**config.mk**
```make
export PLATFORM = sky130hd
export DESIGN_NAME = clk_div_bank
export DESIGN_NICKNAME = d
export VERILOG_FILES = /design/src/rtl/clk_div_bank.sv
export SDC_FILE = /design/constraint.sdc
export NUM_CORES = 1
export LEC_CHECK = 0
export ABC_AREA = 1
export CORE_MARGIN = 5
export CORE_UTILIZATION = 30
export DETAILED_ROUTE_END_ITERATION = 10
export SETUP_SLACK_MARGIN = 0.1
export SYNTH_ARGS = -nofsm -noshare
export SYNTH_HDL_FRONTEND = slang
export SYNTH_SLANG_ARGS = --single-unit
```
**constraint.sdc**
```tcl
create_clock -name clk_i -period 3.5 [get_ports clk_i]
set_input_delay 0.7 -clock clk_i [delete_from_list [all_inputs] [get_ports clk_i]]
set_output_delay 0.7 -clock clk_i [all_outputs]
set_load 0.05 [all_outputs]
```
**src/rtl/clk_div_bank.sv**
```systemverilog
// clk_div_bank: bank of independent programmable clock dividers.
// Each channel produces a registered divided level (out_o) with separately
// programmable high and low phase lengths, plus an optional one-cycle tick
// strobe at the start of every high phase.
// Optional feature macro: CLKGEN_TICK_EN (adds the tick_o port and its registers).
module clk_div_bank #(
    parameter int CHANNELS = 4,
    parameter int CNT_W    = 16
) (
    input  logic                      clk_i,
    input  logic                      rst_n_i,
    input  logic [CHANNELS-1:0]       en_i,
    input  logic                      load_i,
    input  logic [CHANNELS*CNT_W-1:0] high_cnt_i,
    input  logic [CHANNELS*CNT_W-1:0] low_cnt_i,
    input  logic                      sync_i,
    output logic [CHANNELS-1:0]       out_o
`ifdef CLKGEN_TICK_EN
    ,
    output logic [CHANNELS-1:0]       tick_o
`endif
);

    typedef enum logic [1:0] {
        ST_IDLE = 2'd0,
        ST_HIGH = 2'd1,
        ST_LOW  = 2'd2
    } state_e;

    localparam logic [CNT_W-1:0] CNT_ZERO = {CNT_W{1'b0}};
    localparam logic [CNT_W-1:0] CNT_ONE  = CNT_W'(1'b1);

    // A programmed length of zero behaves as one, so the minimum period is 2.
    function automatic logic [CNT_W-1:0] clamp_cnt(input logic [CNT_W-1:0] v);
        logic [CNT_W-1:0] r;
        if (v == CNT_ZERO) begin
            r = CNT_ONE;
        end else begin
            r = v;
        end
        return r;
    endfunction

    for (genvar g = 0; g < CHANNELS; g++) begin : g_ch
        state_e           state_q, state_d;
        logic [CNT_W-1:0] cnt_q, cnt_d;
        logic [CNT_W-1:0] act_hi_q, act_hi_d;
        logic [CNT_W-1:0] act_lo_q, act_lo_d;
        logic [CNT_W-1:0] sh_hi_q, sh_hi_d;
        logic [CNT_W-1:0] sh_lo_q, sh_lo_d;
        logic             out_q, out_d;
        logic             hi_done_s, lo_done_s, start_s;

        // Next-state logic: shadow capture, phase counting and period restarts.
        always_comb begin
            // The shadow seen this cycle already includes a same-cycle LOAD,
            // so a SYNC or restart coinciding with LOAD picks up the new values.
            sh_hi_d   = load_i ? clamp_cnt(high_cnt_i[g*CNT_W +: CNT_W]) : sh_hi_q;
            sh_lo_d   = load_i ? clamp_cnt(low_cnt_i[g*CNT_W +: CNT_W])  : sh_lo_q;
            state_d   = state_q;
            cnt_d     = cnt_q;
            act_hi_d  = act_hi_q;
            act_lo_d  = act_lo_q;
            hi_done_s = (cnt_q == act_hi_q);
            lo_done_s = (cnt_q == act_lo_q);
            // SYNC beats a natural boundary; both restart the same way.
            start_s   = en_i[g] & (sync_i | (state_q == ST_IDLE) |
                                   ((state_q == ST_LOW) & lo_done_s));
            if (start_s) begin
                state_d  = ST_HIGH;
                cnt_d    = CNT_ONE;
                act_hi_d = sh_hi_d;
                act_lo_d = sh_lo_d;
            end else begin
                case (state_q)
                    ST_IDLE: begin
                        cnt_d = CNT_ZERO;
                    end
                    ST_HIGH: begin
                        if (hi_done_s) begin
                            state_d = ST_LOW;
                            cnt_d   = CNT_ONE;
                        end else begin
                            cnt_d = cnt_q + CNT_ONE;
                        end
                    end
                    ST_LOW: begin
                        // Reaching the end here means EN is low: stop cleanly.
                        if (lo_done_s) begin
                            state_d = ST_IDLE;
                            cnt_d   = CNT_ZERO;
                        end else begin
                            cnt_d = cnt_q + CNT_ONE;
                        end
                    end
                    default: begin
                        state_d = ST_IDLE;
                        cnt_d   = CNT_ZERO;
                    end
                endcase
            end
            out_d = (state_d == ST_HIGH);
        end

        // Channel state, counters, shadow/active lengths and divided output.
        always_ff @(posedge clk_i or negedge rst_n_i) begin
            if (!rst_n_i) begin
                state_q  <= ST_IDLE;
                cnt_q    <= CNT_ZERO;
                act_hi_q <= CNT_ONE;
                act_lo_q <= CNT_ONE;
                sh_hi_q  <= CNT_ONE;
                sh_lo_q  <= CNT_ONE;
                out_q    <= 1'b0;
            end else begin
                state_q  <= state_d;
                cnt_q    <= cnt_d;
                act_hi_q <= act_hi_d;
                act_lo_q <= act_lo_d;
                sh_hi_q  <= sh_hi_d;
                sh_lo_q  <= sh_lo_d;
                out_q    <= out_d;
            end
        end

        assign out_o[g] = out_q;

`ifdef CLKGEN_TICK_EN
        logic tick_q;

        // Tick strobe: one cycle, on every entry into the high phase.
        always_ff @(posedge clk_i or negedge rst_n_i) begin
            if (!rst_n_i) begin
                tick_q <= 1'b0;
            end else begin
                tick_q <= start_s;
            end
        end

        assign tick_o[g] = tick_q;
`endif
    end

endmodule

```
==> qor.csv <==
stage,metric,value,unit
synthesis,cell area after synthesis,16200,µm²
routing,drt first pass iters,5,
routing,post-detailed-route wirelength per cell,13.3,µm
synthesis,number of different library cells in the post-synthesis netlist,26,
floorplan,initial core utilization,0.302,
timing,pin slew with the least headroom to its limit,857,ps
routing,vias per cell,4.41,
placed_design,DP HPWL,29000,µm
worst_setup_path,worst stage delay on the critical path,820,ps
timing,min cycle time layout,2480,ps
timing,number of hold violations in the final report,0,
clock_tree,clock input transition at the sequential cells of the worst setup and hold paths,60,ps
worst_setup_path,source of the critical timing path,g_ch[1].out_q,
timing,Max Transition Viols Final,0,
clock_tree,number of gates resized after CTS,0,
routing,starting DRC count in detailed routing,623,
finish,growth of design area from synthesis to finish,21.6,%
clock_tree,maximum root-to-sink buffer count,3,
global_route,"Remaining Overflow, GRT",0,
finish,diodes inserted,0,
timing,fmax,404,MHz
global_route,maximum number of pins on one net before global-route repair,108,
floorplan,Placeable Area,53600,µm²
finish,highest-count cells in the layout ignoring fill and taps,"sky130_fd_sc_hd__nand2_1 (910), sky130_fd_sc_hd__dfrtp_1 (316), sky130_fd_sc_hd__inv_1 (253), sky130_fd_sc_hd__nor2_1 (184), sky130_fd_sc_hd__clkdlybuf4s50_1 (137)",
synthesis,number of flip-flops and latches in the synthesized netlist,332,
worst_setup_path,type of the worst setup path,flop to output pin,
routing,number of remaining DRC errors,0,
global_route,via count of the first global-routing pass,13600,
placed_design,number of buffers inserted by port buffering,139,
placed_design,worst slack at placement,755,ps
floorplan,chip height,242,µm
power,power density normalized to cell area,607,nW/µm²
power,Static Leak,9.55,nW
timing,Total Negative Setup Slacks,0,ps
worst_setup_path,worst path bufs/invs,1,
worst_setup_path,Worst path slowest cell,sky130_fd_sc_hd__clkdlybuf4s50_1,
worst_setup_path,reg-to-reg critical path endpoint,g_ch[1].act_lo_q[9],
synthesis,register area share after synthesis,0.515,
floorplan,IO Pins,140,
worst_setup_path,CP startpoint kind,flop,
clock_tree,Num CTS Buffers,40,
worst_setup_path,Worst Path Max Fanout,1,
clock_tree,Post-CTS Repair Setup Buffers,0,
hold_path,class of the most critical hold timing path,input port to async pin,
finish,share of final-layout standard cells stronger than drive strength 1,0.0598,
worst_setup_path,Critical Path RT,2800,ps
worst_setup_path,cell count along the critical path,1,
timing,fin crit share,0.707,
worst_setup_path,Critical path destination,out_o[1],
global_route,number of antenna violations at the first check in global routing,0,
placed_design,gp weighted congestion,0.822,
worst_setup_path,critical path capture point type,output pin,
clock_tree,CTS HTree Levels,2,
timing,setup violation total in the final timing report,0,
timing,Hold WS,207,ps
global_route,first-pass GRT wire length,67700,µm
timing,final setup slack of the worst path,1020,ps
routing,number of routed nets with antenna violations,0,
clock_tree,clock latency at the later pin of the worst-skew pair,560,ps
floorplan,Die Width,242,µm
worst_setup_path,R2R Path Start,g_ch[1].cnt_q[0],
clock_tree,clock tree root buffer cell,sky130_fd_sc_hd__clkbuf_16,
power,overall power of the completed layout,11.9,mW
outcome,status,finished clean,
synthesis,"Net Count, Synth",2298,
worst_setup_path,"setup slack, reg-to-reg",1210,ps
worst_setup_path,Critical Path AT,1780,ps
floorplan,Site Rows,85,
worst_setup_path,worst path cell trace,clkdlybuf4s50_1,
power,peak ir drop on the vdd network,291,µV
clock_tree,TritonCTS clock tree,built,
routing,overall via count from detail_route,13200,
timing,final setup skew,10.4,ps
synthesis,cells after synthesis,2142,
clock_tree,hold buffer count at CTS,0,
run,MaxCap Viol Count,0,
floorplan,Die Footprint,58600,µm²
global_route,global-route total usage across every layer,0.137,
worst_setup_path,number of cells traversed by the worst register-to-register path,11,
timing,headroom to the max-slew limit,0.428,
worst_setup_path,category of cells accounting for the largest share of critical-path delay,buffers and inverters,
synthesis,average cell area after synthesis,7.55,µm²
synthesis,yosys warns,0,
timing,RSZ-0062 raised after global routing,no,
finish,most frequent standard cell in the layout excluding fill and tap cells,sky130_fd_sc_hd__nand2_1,
finish,final layout net count,2431,
routing,total wirelength of the detailed-routed design,39900,µm
clock_tree,clk sink count,332,
-- state kept, by name, indices dropped and copies added, names as in the netlist --
name and flops:
g_ch.out_q 4, g_ch.sh_hi_q 64, g_ch.state_q 8, g_ch.act_lo_q 64, g_ch.sh_lo_q 64, g_ch.act_hi_q 64
g_ch.cnt_q 64
-- through the flow --
stage	area, µm²	cells	utilization
after floorplan	16200	2142	-
after global placement	18200	2929	0.340
after detailed placement	18200	2929	0.340
after CTS	19700	3003	0.367
after global routing	19700	3003	0.367
final	19700	3003	0.367
-- cell usage after synthesis --
cell type                  count  area, µm²
sky130_fd_sc_hd__inv_1       253        950
sky130_fd_sc_hd__nor3_2        2       20.0
sky130_fd_sc_hd__o21ai_0     113        566
sky130_fd_sc_hd__nor2_1      184        691
sky130_fd_sc_hd__nor2_2        1       6.26
sky130_fd_sc_hd__buf_2         9       45.0
sky130_fd_sc_hd__nand4_1      18        113
sky130_fd_sc_hd__a21oi_1      10       50.1
sky130_fd_sc_hd__clkbuf_1     20       75.1
sky130_fd_sc_hd__nand3_1      45        225
sky130_fd_sc_hd__ha_1         20        250
sky130_fd_sc_hd__buf_4        17        128
sky130_fd_sc_hd__dfrtp_1     316       7910
sky130_fd_sc_hd__nor4_1       23        144
sky130_fd_sc_hd__nor3_1       11       55.1
sky130_fd_sc_hd__buf_6        13        146
sky130_fd_sc_hd__o21ai_1      71        355
sky130_fd_sc_hd__inv_2        27        101
sky130_fd_sc_hd__xor2_1       42        368
sky130_fd_sc_hd__a31oi_1       6       37.5
sky130_fd_sc_hd__o31ai_1       1       7.51
sky130_fd_sc_hd__xnor2_1       4       35.0
sky130_fd_sc_hd__nand2_1     910       3420
sky130_fd_sc_hd__dfstp_2      16        420
sky130_fd_sc_hd__a21oi_2       4       35.0
sky130_fd_sc_hd__buf_1         6       22.5
-- cell families after synthesis --
group,synth area share
DFF,0.515
xor gates and xnor gates,0.0249
AOI/OAI and AO/OA,0.0650
adders and majority gates,0.0155
buffers and inverters,0.0908
and+or+nand+nor,0.289
-- power by group --
part	switching [mW]	internal (mW)
clock	1.68	2.74
sequential	0.384	4.51
combinational	1.66	0.972
total	3.72	8.22
-- final cells by class --
cell class,instances,area (µm²)
Clock inverter,18,235
Tap cell,696,871
Fill cell,5565,33900
Clock buffer,56,1180
Sequential cell,332,8330
Timing Repair Buffer,156,1580
Multi-Input combinational cell,1465,6400
Inverter,280,1050
-- worst min path at each step --
stage                              from              endpoint  slack, ps  depth (start not counted)
finish                          rst_n_i    g_ch[1].sh_lo_q[3]        210                          1
global route                    rst_n_i    g_ch[1].sh_lo_q[3]        270                          1
CTS                             rst_n_i    g_ch[1].sh_lo_q[3]        220                          1
detailed placement  g_ch[2].sh_hi_q[13]   g_ch[2].sh_hi_q[13]        460                          2
global placement    g_ch[0].sh_hi_q[15]   g_ch[0].sh_hi_q[15]        460                          2
floorplan                       rst_n_i  g_ch[0].act_hi_q[10]        400                          0
-- layer usage --
metal  global-route usage  vias to the layer above  routed length [µm]
li1                     -                     6816                   -
met1                0.179                     6170               18700
met2                0.233                      200               18800
met3               0.0307                       50                1700
met4               0.0297                        0                 684
met5                    0                        -                   0
Power figures use the tool's default switching activity.
